File: config.mk
export PLATFORM = sky130hd
export DESIGN_NAME = song_selector_flat
export DESIGN_NICKNAME = d
export VERILOG_FILES = /design/src/rtl/song_selector_if.sv /design/src/rtl/song_selector.sv /design/src/flat_wrapper.sv
export SDC_FILE = /design/constraint.sdc
export NUM_CORES = 1
export LEC_CHECK = 0
export CORE_UTILIZATION = 56
export DETAILED_ROUTE_END_ITERATION = 6
export GPL_TIMING_DRIVEN = 1
export PLACE_DENSITY = 0.74
export RECOVER_POWER = 25
export SETUP_SLACK_MARGIN = 0.05
export SYNTH_ARGS = -nofsm -noshare
export SYNTH_HDL_FRONTEND = slang
export SYNTH_SLANG_ARGS = --single-unit
File: constraint.sdc
create_clock -name clk -period 3.96 [get_ports clk]
set_input_delay 0.594 -clock clk [delete_from_list [all_inputs] [get_ports clk]]
set_output_delay 0.594 -clock clk [all_outputs]
set_load 0.02 [all_outputs]
File: src/rtl/song_selector_if.sv
// Song selector bus: system mode and raw keys in, selection state and strobes out.
`timescale 1ns/1ps
interface song_selector_if #(
  parameter int IDX_W = 5
);
  logic [1:0]       state;
  logic [2:0]       keys;
  logic [IDX_W-1:0] song_idx;
  logic             selected;
  logic             confirm_pulse;
  logic             changed;

  // Driver side: owns mode and keys, observes the selector.
  modport master (
    output state, keys,
    input  song_idx, selected, confirm_pulse, changed
  );

  // Selector side.
  modport slave (
    input  state, keys,
    output song_idx, selected, confirm_pulse, changed
  );
endinterface

File: src/rtl/song_selector.sv
// Song selector: synchronized and debounced up/down/confirm keys drive a
// wrapping song index with auto-repeat on held navigation keys. A locking
// system mode (play or UART) freezes the index and clears all key state.
`timescale 1ns/1ps
module song_selector #(
  parameter int         NUM_SONGS       = 8,
  parameter int         IDX_W           = 5,
  parameter int         DEBOUNCE_CYCLES = 4,
  parameter int         REPEAT_DELAY    = 16,
  parameter int         REPEAT_PERIOD   = 4,
  parameter logic [1:0] PLAY_MODE       = 2'd1,
  parameter logic [1:0] UART_MODE       = 2'd2
) (
  input logic           clk,
  input logic           rst,
  song_selector_if.slave bus
);

  localparam int DB_W     = $clog2(DEBOUNCE_CYCLES + 1);
  localparam int HOLD_MAX = (REPEAT_DELAY > REPEAT_PERIOD) ? REPEAT_DELAY : REPEAT_PERIOD;
  localparam int HOLD_W   = $clog2(HOLD_MAX + 1);

  localparam logic [DB_W-1:0]   DB_LOAD    = DB_W'(DEBOUNCE_CYCLES - 1);
  localparam logic [HOLD_W-1:0] DELAY_LOAD = HOLD_W'(REPEAT_DELAY - 1);
  localparam logic [HOLD_W-1:0] PER_LOAD   = HOLD_W'(REPEAT_PERIOD - 1);
  localparam logic [IDX_W-1:0]  LAST_IDX   = IDX_W'(NUM_SONGS - 1);

  logic                   locked;
  logic [2:0]             sync1_q, sync2_q;
  logic [2:0]             acc_q, acc_prev_q;
  logic [2:0][DB_W-1:0]   db_cnt_q;
  logic [1:0][HOLD_W-1:0] hold_q;
  logic [2:0]             press;
  logic [1:0]             rep;
  logic                   up_step, dn_step, conf_ev;

  logic [IDX_W-1:0] song_idx_q, song_idx_d;
  logic             selected_q, selected_d;
  logic             confirm_q, confirm_d;
  logic             changed_q, changed_d;

  assign locked = (bus.state == PLAY_MODE) || (bus.state == UART_MODE);

  // Synchronizers and debouncers; a mismatch must persist for the full
  // down-count before the accepted level flips, any agreement reloads it.
  always_ff @(posedge clk) begin
    if (rst || locked) begin
      sync1_q    <= '0;
      sync2_q    <= '0;
      acc_q      <= '0;
      acc_prev_q <= '0;
      for (int i = 0; i < 3; i++) db_cnt_q[i] <= DB_LOAD;
    end else begin
      sync1_q    <= bus.keys;
      sync2_q    <= sync1_q;
      acc_prev_q <= acc_q;
      for (int i = 0; i < 3; i++) begin
        if (sync2_q[i] == acc_q[i]) begin
          db_cnt_q[i] <= DB_LOAD;
        end else if (db_cnt_q[i] == '0) begin
          acc_q[i]    <= sync2_q[i];
          db_cnt_q[i] <= DB_LOAD;
        end else begin
          db_cnt_q[i] <= db_cnt_q[i] - 1'b1;
        end
      end
    end
  end

  assign press = acc_q & ~acc_prev_q;

  // Hold timers for up/down: loaded with the initial delay at the press,
  // reloaded with the period on each repeat, parked while released.
  always_ff @(posedge clk) begin
    if (rst || locked) begin
      for (int i = 0; i < 2; i++) hold_q[i] <= DELAY_LOAD;
    end else begin
      for (int i = 0; i < 2; i++) begin
        if (!acc_q[i] || press[i]) hold_q[i] <= DELAY_LOAD;
        else if (hold_q[i] == '0)  hold_q[i] <= PER_LOAD;
        else                       hold_q[i] <= hold_q[i] - 1'b1;
      end
    end
  end

  always_comb begin
    for (int i = 0; i < 2; i++) rep[i] = acc_q[i] && !press[i] && (hold_q[i] == '0);
  end

  assign up_step = press[0] | rep[0];
  assign dn_step = press[1] | rep[1];
  assign conf_ev = press[2];

  // Index and selection update; opposing steps cancel, any step discards confirm.
  always_comb begin
    song_idx_d = song_idx_q;
    selected_d = selected_q;
    confirm_d  = 1'b0;
    changed_d  = 1'b0;
    if (locked) begin
      selected_d = 1'b0;
    end else if (up_step && !dn_step) begin
      song_idx_d = (song_idx_q == LAST_IDX) ? '0 : song_idx_q + 1'b1;
      selected_d = 1'b0;
      changed_d  = 1'b1;
    end else if (dn_step && !up_step) begin
      song_idx_d = (song_idx_q == '0) ? LAST_IDX : song_idx_q - 1'b1;
      selected_d = 1'b0;
      changed_d  = 1'b1;
    end else if (conf_ev && !up_step && !dn_step) begin
      selected_d = 1'b1;
      confirm_d  = 1'b1;
    end
  end

  // Output registers.
  always_ff @(posedge clk) begin
    if (rst) begin
      song_idx_q <= '0;
      selected_q <= 1'b0;
      confirm_q  <= 1'b0;
      changed_q  <= 1'b0;
    end else begin
      song_idx_q <= song_idx_d;
      selected_q <= selected_d;
      confirm_q  <= confirm_d;
      changed_q  <= changed_d;
    end
  end

  assign bus.song_idx      = song_idx_q;
  assign bus.selected      = selected_q;
  assign bus.confirm_pulse = confirm_q;
  assign bus.changed       = changed_q;

endmodule

File: src/flat_wrapper.sv
// flat-port wrapper written by rule: the top's interface ports become plain ports
module song_selector_flat 
#(
  parameter int         NUM_SONGS       = 8,
  parameter int         IDX_W           = 5,
  parameter int         DEBOUNCE_CYCLES = 4,
  parameter int         REPEAT_DELAY    = 16,
  parameter int         REPEAT_PERIOD   = 4,
  parameter logic [1:0] PLAY_MODE       = 2'd1,
  parameter logic [1:0] UART_MODE       = 2'd2
)
  (clk, rst, bus_state, bus_keys, bus_song_idx, bus_selected, bus_confirm_pulse, bus_changed);
  song_selector_if #(.IDX_W(IDX_W)) bus_i ();
  input logic clk;
  input logic rst;
  input wire logic [$bits(bus_i.state)-1:0] bus_state;
  input wire logic [$bits(bus_i.keys)-1:0] bus_keys;
  output wire logic [$bits(bus_i.song_idx)-1:0] bus_song_idx;
  output wire logic [$bits(bus_i.selected)-1:0] bus_selected;
  output wire logic [$bits(bus_i.confirm_pulse)-1:0] bus_confirm_pulse;
  output wire logic [$bits(bus_i.changed)-1:0] bus_changed;
  assign bus_i.state = bus_state;
  assign bus_i.keys = bus_keys;
  assign bus_song_idx = bus_i.song_idx;
  assign bus_selected = bus_i.selected;
  assign bus_confirm_pulse = bus_i.confirm_pulse;
  assign bus_changed = bus_i.changed;
  song_selector #(.NUM_SONGS(NUM_SONGS), .IDX_W(IDX_W), .DEBOUNCE_CYCLES(DEBOUNCE_CYCLES), .REPEAT_DELAY(REPEAT_DELAY), .REPEAT_PERIOD(REPEAT_PERIOD), .PLAY_MODE(PLAY_MODE), .UART_MODE(UART_MODE)) u_core (.clk(clk), .rst(rst), .bus(bus_i));
endmodule
## Word level (Yosys, flattened, before mapping)

Index checks and enable logic that the tools add are counted.

- Bitwise logic cells: 8
- Equal/unequal tests: 6
- Add/subtract/negate cells: 7
- Multiplexer cells: 9
- Reduce and logical (&&, ||, !) cells: 38

Operators with widths:

| cell | count |
|---|---|
| 5-bit two-way mux | 4 |
| 5-bit zero test | 3 |
| 3-bit OR reduction | 5 |
| 5-bit by 1-bit subtractor with 5-bit output, second input constant | 3 |
| 3-bit zero test | 3 |
| 3-bit by 1-bit subtractor with 3-bit output, second input constant | 3 |
| 1-bit logical AND | 8 |
| 4-bit two-way mux | 2 |
| 2-bit AND reduction | 4 |
| 1-bit zero test | 6 |
| 2-bit OR reduction | 3 |
| 5-bit by 1-bit adder with 5-bit output, second input constant | 1 |
| 5-bit by 3-bit equality test with 1-bit output, second input constant | 1 |
| 1-bit logical OR | 4 |
| 1-bit NOT | 4 |
| 4-bit OR reduction | 1 |
| 3-bit bitwise AND | 1 |
| 1-bit equality test | 3 |
| 1-bit two-way mux | 3 |
| 3-bit NOT | 1 |
| 2-bit by 1-bit equality test with 1-bit output, second input constant | 1 |
| 2-bit equality test, second input constant | 1 |
| 1-bit bitwise OR | 2 |
| 2-bit nonzero test | 1 |

- Register bits after elaboration: 39
- Input bits: 7
- Logic and storage cells: 85
- Output and inout bits: 8

## Depth between registers and ports, before layout

Gate-level depths: netlist of run 1.

- Depth in word-level cells: 10
- Gate-level depth with buffers: 10
- Depth with buffers taken out: 9

## Worst setup path before layout of run 1

OpenSTA, ideal clock, no wires.

- Path type: register to register
- Start: register u_core.hold_q[5] in the netlist's numbering
- End: register u_core.song_idx_q[3] (netlist: u_core.bus.song_idx[3])
- Required time: 3843 ps
- Setup slack: 1174 ps
- Period minus slack after synthesis: 2786 ps
- Path buffers: 1
- Cell stages (with the launch flop): 11
- Setup time: 117 ps
- Arrival time: 2669 ps
- Cells stage by stage: dfxtp_1 > inv_1 > ha_1 > or4b_2 > a21boi_2 > inv_1 > ha_1 > clkbuf_2 > or4_4 > a211o_1 > a32o_1

- Cells in the longest elaborated chain, start to end: 7
- Elaborated cells on any way between the ends: 9
- Those cells by class: mux (1); bitwise (1); reduce/logical (7)

RTL lines:

| element | line | source |
|---|---|---|
| from (decl) | song_selector.sv:32 | `logic [1:0][HOLD_W-1:0] hold_q;` |
| from (signal, indexed assignment) | song_selector.sv:81 | `else hold_q[i] <= hold_q[i] - 1'b1;` |
| 5-bit zero test (*) | song_selector.sv:87 | `for (int i = 0; i < 2; i++) rep[i] = acc_q[i] && !press[i] && (hold_q[i] == '0);` |
| 1-bit logical AND (*) | song_selector.sv:87 |  |
| 1-bit bitwise OR (*) | song_selector.sv:91 | `assign dn_step = press[1] \| rep[1];` |
| 1-bit zero test | song_selector.sv:102 | `end else if (up_step && !dn_step) begin` |
| 1-bit logical AND | song_selector.sv:102 |  |
| 2-bit nonzero test (no source line) | -- |  |
| 2-bit AND reduction (no source line) | -- |  |
| to (signal assigned) | song_selector.sv:124 | `song_idx_q <= song_idx_d;` |
| to (decl) | song_selector.sv:37 | `logic [IDX_W-1:0] song_idx_q, song_idx_d;` |

Mark *: on every way between the ends. The rest lies on a longest branch, timed or not.
A chain may end at the register's enable or synchronous reset.

## Worst setup path in the final report of run 1

Ends and elaborated chain as after synthesis.

==> run_results.csv, run 1 <==
group,metric,value,unit
sta,finalSetupTns,0,ps
sta,final.period_utilization,73.2,%
yosys,yosys.area_share.simple,24.7,%
cells_and_area,final_area,2040,um2
sta,fin_skew,12.2,ps
global_routing,antenna_found_initial,0,
yosys,synthMuxAreaShare,3.39,%
yosys,synth_xor_area_share,3.96,%
sta,relSlewSlack,62.3,%
cts,ctsLongestPathBuffers,2,
yosys,synthFlopType,"dfxtp_1",
yosys,ys_seq_elements,39,
setup_path,arrival,3150,ps
routing,postRouteAntennaNets,0,
yosys,ys_warn_count,0,
sta,rsz0062_at_grt,"false",
die,row_count,20,
setup_path,crit_path_top_delay_cell,"or4b_2",
sta,tightest_slew,564,ps
yosys,synthAdderAreaFrac,9.19,%
run,drv_cap,0,
cts,post_cts_buffers,0,
die,dieArea,3390,um2
yosys,async_reset_ff_share,0,%
cells_and_area,layout_commonest_cell,"dfxtp_1",
setup_path,critPathTopFamily,"simple AND/OR/NAND/NOR gates",
yosys,synth_cells,190,
cts,clock_sinks,39,
cts,clk_pin_slew,120,ps
cells_and_area,diodes,0,
setup_path,slowest_delay,680,ps
power,p_per_area,343,nW/um2
cells_and_area,drive_above_1_share,8.17,%
routing,drt_wl_total,3.15,mm
sta,finalSetupViolCount,0,
die,core,3030,um2
setup_path,critPathKind,"flip-flop to flip-flop",
setup_path,worstSetupEndpointType,"flip-flop",
die,io_pins,15,
hold_path,hold_path_class,"flip-flop to flip-flop",
cts,cts_root_buf,"clkbuf_4",
setup_path,crit_fanout,7,
die,die_w,58.2,um
placement,port_buffers,14,
yosys,syn_area,1770,um2
placement,dpl-instance-area,1960,um2
routing,viasPerCell,5.41,
yosys,syn_avg_cell_area,9.32,um2
cts,cts-hold-fix-buffers,0,
cells_and_area,area.growth.synth_to_final,15.3,%
sta,min_period,2900,ps
routing,drt_iter0_markers,92,
global_routing,grt.overflow.total,0,
run_status,status,"completed",
routing,vias,1364,
placement,dpl.hpwl,2.36,mm
global_routing,grt_max_degree,16,
sta,slew_viol_final,0,
setup_path,required,4210,ps
die,start_util,58.5,%
cells_and_area,num-fill-cells,257,
setup_path,crit_chain,"inv_1 -> ha_1 -> or4b_2 -> a21boi_2 -> inv_1 -> ha_1 -> or4_4 -> a211o_1 -> a32o_1",
yosys,synth_cell_types,39,
cts,cts_tree,"yes",
power,p_leak,0.896,nW
yosys,synth-compound-area-share,8.76,%
die,die_h,58.2,um
cts,worstSkewPairLatency,350,ps
sta,hold_violations,0,
yosys,seq_area_frac_synth,44.1,%
cells_and_area,final_cell_mix,"dfxtp_1, inv_1, ha_1, clkdlybuf4s50_1",
cts,h-tree-depth,2,
power,irDropWorstVdd,314,uV
routing,drtPass1Iterations,4,
power,finalPower,0.701,mW
routing,wire_per_inst,12.5,um
global_routing,grt_pass1_wl,5.69,mm
yosys,synth_edf_count,0,
yosys,synth_nets,210,
cts,numCtsBuffers,5,
cts,cts_resized,0,
yosys,synth_top_family_by_area,"simple AND/OR/NAND/NOR gates",
global_routing,grt_util_all_layers,22.0,%
setup_path,critPathBufInv,2,
sta,max_freq,345,MHz
cells_and_area,finalNetCount,227,
global_routing,grt_pass1_vias,1349,
routing,drc,0,
setup_path,setup.worst_path.start_class,"flip-flop",
placement,gp_congestion,0.883,
-- synth_stat cells, types with 3 or more instances --
| master | number | area share (%) |
|---|---|---|
| or4_1 | 3 | 1.3 |
| clkbuf_1 | 4 | 0.85 |
| or3b_2 | 3 | 1.5 |
| nand2b_1 | 3 | 1.1 |
| nand3_1 | 8 | 2.3 |
| nor4_1 | 4 | 1.4 |
| mux2i_1 | 6 | 3.4 |
| inv_1 | 21 | 4.5 |
| nor3_1 | 10 | 2.8 |
| dfxtp_1 | 39 | 44 |
| a21oi_1 | 5 | 1.4 |
| o21ai_0 | 4 | 1.1 |
| nor2_1 | 7 | 1.5 |
| nand2_1 | 9 | 1.9 |
| nor3b_1 | 4 | 1.7 |
| and3_1 | 10 | 3.5 |
| xnor2_1 | 7 | 3.5 |
| ha_1 | 13 | 9.2 |
| nor2b_1 | 7 | 2.5 |
-- registers in the layout, indices dropped and copies added, names as in the netlist --
name,cells
u_core.acc_q,3
u_core.sync2_q,3
u_core.bus.confirm_pulse,1
u_core.db_cnt_q,9
u_core.bus.selected,1
u_core.bus.song_idx,5
u_core.bus.changed,1
u_core.acc_prev_q,3
u_core.hold_q,10
u_core.sync1_q,3
-- layout make-up --
type	count	area [um2]	area share [%]
repair buffers	16	155	7.60
well taps	44	55.1	2.70
clock inverters	2	35.0	1.72
inverters	21	78.8	3.86
multi-input cells	124	886	43.4
flip-flops and latches	39	781	38.2
clock buffers	6	51.3	2.51
-- cells by family (layout without fill, tap and decap cells) --
family | after synthesis | count (layout)
XOR/XNOR | 8 | 8
AND/OR/NAND/NOR | 75 | 75
multiplexers | 6 | 6
buffers and inverters | 27 | 45
adder cells (fa/ha/maj) | 13 | 13
AO/OA/AOI/OAI | 22 | 22
flip-flops | 39 | 39
-- worst paths after layout --
path | from | slack [ps] | endpoint | depth (start not counted)
min | u_core.db_cnt_q[6] | 390 | u_core.db_cnt_q[6] | 1
max | u_core.hold_q[5] | 1060 | u_core.bus.song_idx[3] | 9
max reg2reg | u_core.hold_q[5] | 1060 | u_core.bus.song_idx[3] | 9
min reg2reg | u_core.db_cnt_q[6] | 390 | u_core.db_cnt_q[6] | 1
-- power by group --
group	internal, mW	switching (mW)	leakage (nW)
combinational	0.0114	0.0162	0.532
sequential	0.395	0.000909	0.315
clock	0.149	0.129	0.0482
-- metal layers --
metal	up-vias	GRT usage (%)	routed length (um)
met5	-	0	0
met4	0	6.80	42
met3	6	6.70	98
met2	15	39.2	1660
met1	648	25.0	1350
li1	695	-	-
-- per-stage QoR --
step	setup WS [ps]	util, %	cells	hold WS (ps)
5_1_grt	893	67.4	252	428
3_5_place_dp	1040	64.6	244	369
2_1_floorplan	1170	-	190	358
6_report	1060	67.4	252	393
4_1_cts	1050	67.4	252	396
3_3_place_gp	1160	64.6	244	364
Note: power is estimated with default switching activity, not from simulation.
==> run 2: changes to the inputs <==
==> constraint.sdc (replaced) <==
create_clock -name clk -period 2.9 [get_ports clk]
set_input_delay 0.435 -clock clk [delete_from_list [all_inputs] [get_ports clk]]
set_output_delay 0.435 -clock clk [all_outputs]
set_load 0.02 [all_outputs]
==> run_results.csv, run 2 (synthesized netlist as in run 1, its figures left out) <==
group,metric,value,unit
run_status,status,"completed",
global_routing,grt_pass1_vias,1402,
global_routing,grt_util_all_layers,23.6,%
global_routing,antenna_found_initial,0,
power,netSwitchingPower,0.206,mW
cells_and_area,layout_commonest_cell,"dfxtp_1",
sta,slew_viol_final,0,
power,p_leak,0.909,nW
cells_and_area,finalNetCount,229,
cts,h-tree-depth,2,
routing,drtPass1Iterations,4,
placement,port_buffers,14,
setup_path,critPathKind,"flip-flop to flip-flop",
sta,rsz0062_at_grt,"false",
routing,drt_wl_total,3.51,mm
die,die_h,58.2,um
routing,vias,1393,
setup_path,arrival,2910,ps
placement,dpl.hpwl,2.53,mm
cells_and_area,final_area,2080,um2
global_routing,grt_pass1_wl,5.95,mm
setup_path,setup.worst_path.start_class,"flip-flop",
sta,hold_violations,0,
cells_and_area,final_cell_mix,"dfxtp_1, inv_1, ha_1, clkdlybuf4s50_1",
sta,final.period_utilization,92.0,%
cells_and_area,top_register,"u_core.hold_q",
routing,postRouteAntennaNets,0,
sta,relSlewSlack,40.3,%
power,p_comb_share,3.6,%
power,p_per_area,493,nW/um2
hold_path,hold_path_class,"flip-flop to flip-flop",
routing,wire_per_inst,13.8,um
global_routing,grt.overflow.total,0,
cts,cts_root_buf,"clkbuf_4",
cells_and_area,diodes,0,
cts,cts_tree,"yes",
routing,drc,0,
cts,ctsLongestPathBuffers,2,
sta,max_freq,375,MHz
sta,fin_skew,6.83,ps
setup_path,worstSetupEndpointType,"flip-flop",
die,core,3030,um2
power,clkPwrFrac,43.8,%
sta,finalSetupTns,0,ps
die,start_util,58.5,%
die,dieArea,3390,um2
setup_path,crit_fanout,4,
placement,dpl-instance-area,1960,um2
sta,finalSetupViolCount,0,
sta,min_period,2670,ps
die,io_pins,15,
cts,clk_pin_slew,120,ps
cts,clock_sinks,39,
power,pwr-share-seq,52.6,%
sta,tightest_slew,888,ps
global_routing,grt_max_degree,15,
cts,worstSkewPairLatency,350,ps
setup_path,required,3140,ps
cells_and_area,largest_reg_flops,10,
cells_and_area,drive_above_1_share,9.05,%
placement,gp_congestion,0.896,
die,row_count,20,
cts,numCtsBuffers,5,
run,drv_cap,0,
routing,drt_iter0_markers,69,
die,die_w,58.2,um
cells_and_area,area.growth.synth_to_final,17.6,%
power,irDropWorstVdd,352,uV
power,p_int,0.821,mW
routing,viasPerCell,5.48,
power,p_sw_share,20.0,%
run 2: layer usage:
metal	vias up	track usage, %	part of all wire (%)
li1	700	-	-
met1	654	25.7	44
met2	33	41.5	50
met3	6	6.25	3.8
met4	0	12.9	2.2
met5	-	0	0
run 2: critical path, stage by stage (launching register included):
cell and delay [ps]:
dfxtp_1 340, inv_1 80, ha_1 190, or4b_1 540, a21boi_2 240, ha_1 270, buf_4 160, nand3_1 140
or4_1 490, o311ai_0 100
run 2: final timing paths:
path	startpoint	to	slack [ps]	depth (start not counted)
max	u_core.hold_q[0]	u_core.bus.song_idx[4]	230	9
min	u_core.db_cnt_q[0]	u_core.db_cnt_q[0]	390	1
min reg2reg	u_core.db_cnt_q[0]	u_core.db_cnt_q[0]	390	1
max reg2reg	u_core.hold_q[0]	u_core.bus.song_idx[4]	230	9
run 2: power groups by stage:
stage	logic, mW	clock network (mW)	registers [mW]
final	0.0372	0.450	0.540
after global routing	0.0406	0.472	0.541
after CTS	0.0383	0.455	0.540
after detailed placement	0.0384	0	0.552
after global placement	0.0368	0	0.552
after floorplan	0.0201	0	0.552
run 2: area by class of cell:
| cell class | instances | area, um2 |
|---|---|---|
| timing repair buffer | 18 | 166 |
| clock buffer | 6 | 41.3 |
| sequential | 39 | 781 |
| multi-input combinational | 124 | 900 |
| clock inverter | 2 | 60.1 |
| tap | 44 | 55.1 |
| fill | 254 | 946 |
| inverter | 21 | 78.8 |
run 2: through the flow:
step | worst slack (ps) | util (%) | instances | hold slack (ps) | power (mW)
2_1_floorplan | 114 | - | 190 | 358 | 0.572
3_3_place_gp | 144 | 64.8 | 245 | 364 | 0.589
3_5_place_dp | 20.0 | 64.8 | 245 | 369 | 0.591
4_1_cts | 69.5 | 68.4 | 254 | 397 | 1.03
5_1_grt | 74.4 | 68.8 | 254 | 424 | 1.05
6_report | 231 | 68.8 | 254 | 394 | 1.03
run 2: what timing repair did:
| action | 4_1_cts | 5_1_grt |
|---|---|---|
| pin swaps | 1 | 0 |
| gates resized for setup | 0 | 3 |
| hold buffers | 0 | 0 |
| buffers inserted | 1 | 0 |
| setup endpoints to repair | 2 | 5 |
